[src/rtl/frequency_synth.sv]
// Programmable pulse-train generator: emits `target` evenly spaced one-cycle
// pulses in every window of update_period+1 clocks using a Bresenham accumulator.
module frequency_synth #(
    parameter int UPDATE_PERIOD = 1200,
    parameter int BITS          = 12
) (
    input  logic            clk,
    input  logic            reset,
    input  logic [3:0]      ten_count,
    input  logic [3:0]      unit_count,
    input  logic            load,
    input  logic [BITS-1:0] period,
    input  logic            period_load,
    output logic            signal,
    output logic            busy,
    output logic            window_start,
    output logic [6:0]      target
);

    typedef enum logic [1:0] {IDLE, CONVERT, RUN} state_t;

    localparam logic [BITS-1:0] PERIOD_RESET = BITS'(UPDATE_PERIOD);
    localparam logic [BITS:0]   W_RESET      = {1'b0, PERIOD_RESET} + (BITS+1)'(1);

    state_t          state, state_nxt;
    logic [3:0]      tens_rem, units;
    logic [6:0]      sum;
    logic [BITS-1:0] update_period, win_cnt;
    logic [BITS:0]   shadow_w, acc;

    logic [3:0]      ten_clamped, unit_clamped;
    logic [BITS:0]   new_w, w_eff, acc_sum, acc_wrapped;
    logic            pulse, wrap, saturate;
    logic [6:0]      conv_sum, conv_target;

    assign ten_clamped  = (ten_count  > 4'd9) ? 4'd9 : ten_count;
    assign unit_clamped = (unit_count > 4'd9) ? 4'd9 : unit_count;

    // The window length is reloaded at every window start, so the first cycle
    // of a window already uses the freshly loaded period.
    assign new_w       = {1'b0, update_period} + (BITS+1)'(1);
    assign w_eff       = (win_cnt == '0) ? new_w : shadow_w;
    assign acc_sum     = acc + {{(BITS-6){1'b0}}, target};
    assign pulse       = (acc_sum >= w_eff);
    assign acc_wrapped = acc_sum - w_eff;
    assign wrap        = ({1'b0, win_cnt} == (w_eff - (BITS+1)'(1)));

    // Capping N at floor(W/2) keeps at least one low cycle between pulses.
    assign conv_sum    = sum + {3'b000, units};
    assign saturate    = ({{(BITS-7){1'b0}}, conv_sum, 1'b0} > new_w);
    assign conv_target = saturate ? new_w[7:1] : conv_sum;

    always_ff @(posedge clk or posedge reset) begin
        if (reset) begin
            state <= IDLE;
        end else begin
            state <= state_nxt;
        end
    end

    always_comb begin
        state_nxt    = state;
        busy         = 1'b0;
        window_start = 1'b0;
        case (state)
            IDLE: begin
                if (load) state_nxt = CONVERT;
            end
            CONVERT: begin
                busy = 1'b1;
                if (!load && tens_rem == 4'd0) state_nxt = RUN;
            end
            RUN: begin
                window_start = (win_cnt == '0);
                if (load) state_nxt = CONVERT;
            end
            default: state_nxt = IDLE;
        endcase
    end

    always_ff @(posedge clk or posedge reset) begin
        if (reset) begin
            tens_rem      <= '0;
            units         <= '0;
            sum           <= '0;
            target        <= '0;
            acc           <= '0;
            win_cnt       <= '0;
            signal        <= 1'b0;
            update_period <= PERIOD_RESET;
            shadow_w      <= W_RESET;
        end else begin
            signal <= 1'b0;
            if (period_load) update_period <= period;
            if (load) begin
                tens_rem <= ten_clamped;
                units    <= unit_clamped;
                sum      <= '0;
            end else if (state == CONVERT) begin
                if (tens_rem != 4'd0) begin
                    sum      <= sum + 7'd10;
                    tens_rem <= tens_rem - 4'd1;
                end else begin
                    target  <= conv_target;
                    acc     <= '0;
                    win_cnt <= '0;
                end
            end else if (state == RUN) begin
                signal <= pulse;
                if (win_cnt == '0) shadow_w <= new_w;
                // acc is already zero at the wrap; forcing it guards against drift
                if (wrap) begin
                    win_cnt <= '0;
                    acc     <= '0;
                end else begin
                    win_cnt <= win_cnt + BITS'(1);
                    acc     <= pulse ? acc_wrapped : acc_sum;
                end
            end
        end
    end

endmodule

[config.mk]
export PLATFORM = sky130hd
export DESIGN_NAME = frequency_synth
export DESIGN_NICKNAME = d
export VERILOG_FILES = /design/src/rtl/frequency_synth.sv
export SDC_FILE = /design/constraint.sdc
export NUM_CORES = 1
export LEC_CHECK = 0
export BUFFER_PORTS_ARGS = -buffer_cell sky130_fd_sc_hd__buf_2
export CAP_MARGIN = 20
export CORE_ASPECT_RATIO = 1.1
export CORE_MARGIN = 3
export CORE_UTILIZATION = 62
export DETAILED_ROUTE_END_ITERATION = 16
export GPL_TIMING_DRIVEN = 0
export PLACE_DENSITY = 0.81
export SLEW_MARGIN = 20
export SYNTH_ARGS = -nofsm -noshare
export SYNTH_HDL_FRONTEND = slang
export SYNTH_SLANG_ARGS = --single-unit
[constraint.sdc]
create_clock -name clk -period 6.15 [get_ports clk]
set_input_delay 0.615 -clock clk [delete_from_list [all_inputs] [get_ports clk]]
set_output_delay 0.615 -clock clk [all_outputs]
set_load 0.02 [all_outputs]
==> flow_metrics.env <==
export IMPL_status="finished clean"
export IMPL_drv_cap=0
export IMPL_cts_root_buf="clkbuf_8"
export IMPL_start_kind="flip-flop"
export IMPL_hpwl_um=10900
export IMPL_nets=742
export IMPL_cts_max_path_buffers=2
export IMPL_row_count=35
export IMPL_irDropWorstVdd_mv=0.361
export IMPL_antenna_found_initial=0
export IMPL_yosysMostFrequentCell="nand2_1"
export IMPL_ios=34
export IMPL_dieArea_mm2=0.0102
export IMPL_clk_pin_slew_ns=0.09
export IMPL_drc_errors=0
export IMPL_dr_total_vias=4838
export IMPL_crit_arrival_ns=6.01
export IMPL_cp_required_ns=6.38
export IMPL_tritoncts="done"
export IMPL_final_max_slew_violation_count=0
export IMPL_grt_max_degree=41
export IMPL_yosysSeqAreaShare_pct=33.4
export IMPL_hold_viol=0
export IMPL_routed_wl_um=13900
export IMPL_synth_top_area_share_pct=29.2
export IMPL_core_area_mm2=0.00858
export IMPL_start_util_pct=64.9
export IMPL_avgViaCountPerCell=6.09
export IMPL_drtIter0Drc=272
export IMPL_fillerInstances=712
export IMPL_gp_congestion=0.902
export IMPL_die_h_um=105
export IMPL_path_class="reg2reg"
export IMPL_relSlewSlack_pct=50.7
export IMPL_dominantRegCellSynth="dfrtp_1"
export IMPL_yosysTopAreaCell="dfrtp_1"
export IMPL_end_kind="flip-flop"
export IMPL_insertion_delay_ns=0.35
export IMPL_drt_wirelength_per_cell_um=17.5
export IMPL_synth_area_leaders="dfrtp_1 29%, ha_1 8.3%, xnor2_1 5.7%, o21ai_0 5.2%, nand2_1 4.9%"
export IMPL_ys_seq_elements=74
export IMPL_syn_cell_area_mm2=0.00557
export IMPL_fmax_mhz=173
export IMPL_netlist_instances=636
export IMPL_fin_cells=795
export IMPL_fin_crit_sh_pct=94.1
export IMPL_groute_usage_overall_pct=29.0
export IMPL_critPathMaxFanout=10
export IMPL_skew_ns=0.0124
export IMPL_dpl_instance_area_mm2=0.00589
export IMPL_reg2reg_depth=22
export IMPL_grt_pass1_wl_um=23000
export IMPL_antennaDiodeCount=0
export IMPL_layout_min_cycle_time_ns=5.79
export IMPL_power_density_mw_per_mm2=613
export IMPL_grt_pass1_vias=4804
export IMPL_h_tree_depth=3
export IMPL_syn_area_per_cell_um2=8.76
export IMPL_clock_sinks=74
export IMPL_synthDistinctLibCells=66
export IMPL_cts_buffers=9
export IMPL_postCtsSetupBuffers=0
export IMPL_synthArstFlopShare_pct=100
export IMPL_antenna_left=0
export IMPL_p_total_w=0.00372
export IMPL_grt_overflow=0
export IMPL_synth_common_cells="72 x nand2_1, 65 x dfrtp_1, 58 x o21ai_0, 42 x nor2_1, 38 x inv_1"
export IMPL_yosys_warnings=0
export IMPL_worst_pin_slew_ns=0.740
export IMPL_setup_viol=0
export IMPL_hp_class="in2async"
export IMPL_firstDrtPassIters=5
export IMPL_drive_gt1_share_pct=13.5
export IMPL_p_leak_nw=2.76
export IMPL_syn_nets=699
export IMPL_io_buffers=31
export IMPL_fp_dieW_um=96.4
export IMPL_synth_edff_count=0
export IMPL_syn2layout_area_growth_pct=8.85
export IMPL_post_route_cell_area_mm2=0.00606
export IMPL_dp_cells=779
==> worst paths after layout <==
check	startpoint	endpoint	slack, ns
hold / removal	reset	tens_rem[1]	0.26
setup reg to reg	win_cnt[1]	acc[1]	0.36
setup / recovery	win_cnt[1]	acc[1]	0.36
max in group asynchronous	reset	shadow_w[7]	5.25
min in group clk	period[9]	update_period[9]	0.47
hold reg to reg	state[0]	state[0]	0.50
==> routing by layer <==
layer  wire length [um]  global-route usage, %  vias up
met5                  0                      0        -
met4                269                   7.82        0
met3                557                   3.64       18
met2               6970                   48.6      125
met1               6110                   39.5     2349
li1                   -                      -     2346
==> per-stage QoR <==
stage	TNS (ns)	worst slack (ns)	utilization, %	hold WS [ns]
6_report	0	0.363	70.7	0.264
3_3_place_gp	0	0.376	68.3	0.463
3_5_place_dp	0	0.342	68.6	0.484
2_1_floorplan	0	1.51	-	0.444
4_1_cts	0	0.301	70.6	0.274
5_1_grt	-0.136	-0.0682	70.7	0.291
==> layout make-up <==
cell class,instances,area [um^2],share of cell area (%)
buffer,27,143,2.35
timing repair buffer,32,175,2.89
clock inverter,6,41.3,0.681
multi-input combinational,497,3430,56.6
inverter,38,145,2.39
tap,111,139,2.29
clock buffer,10,128,2.10
sequential,74,1860,30.7
==> flip-flops by register name, indices dropped and copies added (netlist names) <==
register,flops
win_cnt,12
acc,13
signal,1
units,4
sum,6
tens_rem,4
shadow_w,13
state,2
target,7
update_period,12
==> what timing repair did <==
action	CTS	global route
setup endpoints to repair	0	10
gates resized for setup	0	2
hold buffers	0	0
==> placed cells by master (no fill, tap or decap), types with 11 or more instances in the layout <==
| cell type | instances |
|---|---|
| a21o_1 | 11 |
| a21oi_1 | 26 |
| buf_2 | 37 |
| clkbuf_1 | 15 |
| dfrtp_1 | 65 |
| ha_1 | 37 |
| inv_1 | 37 |
| mux2_2 | 11 |
| mux2i_1 | 21 |
| nand2_1 | 72 |
| nand3_1 | 15 |
| nand4_1 | 16 |
| nor2_1 | 42 |
| nor3_1 | 15 |
| o21ai_0 | 58 |
| xnor2_1 | 36 |
| xor2_1 | 25 |
==> cells by family (layout without fill, tap and decap cells) <==
group / count (synthesis) / in the layout / share of synthesized area, %
AOI/OAI and AO/OA: 155 / 155 / 17.8
xor gates and xnor gates: 61 / 61 / 9.59
adders and majority gates: 39 / 39 / 9.03
buffers and inverters: 65 / 113 / 5.12
DFF: 74 / 74 / 33.4
muxes: 32 / 32 / 6.00
and+or+nand+nor: 210 / 210 / 19.0
==> worst max-delay path: stages (launching register included) <==
cell,delay [ns]
dfrtp_1,0.45
inv_1,0.10
ha_1,0.20
nor4b_4,0.35
and3_1,0.23
buf_6,0.12
buf_4,0.17
buf_2,0.26
buf_2,0.27
mux2i_1,0.42
ha_1,0.31
nor2b_1,0.14
o21ai_1,0.12
nand2b_1,0.10
a21oi_1,0.24
o21ai_1,0.13
a2111oi_1,0.62
nor4_2,0.20
or2_0,0.25
clkbuf_1,0.13
buf_1,0.33
o21ai_0,0.35
o22ai_1,0.13
==> report_power, final <==
part	switching (W)	internal, W	leakage (nW)	total (W)
sequential	0.000162	0.000649	0.936	0.000811
clock	0.000197	0.000148	0.0904	0.000344
combinational	0.00152	0.00105	1.74	0.00256
Power figures use the tool's default switching activity.
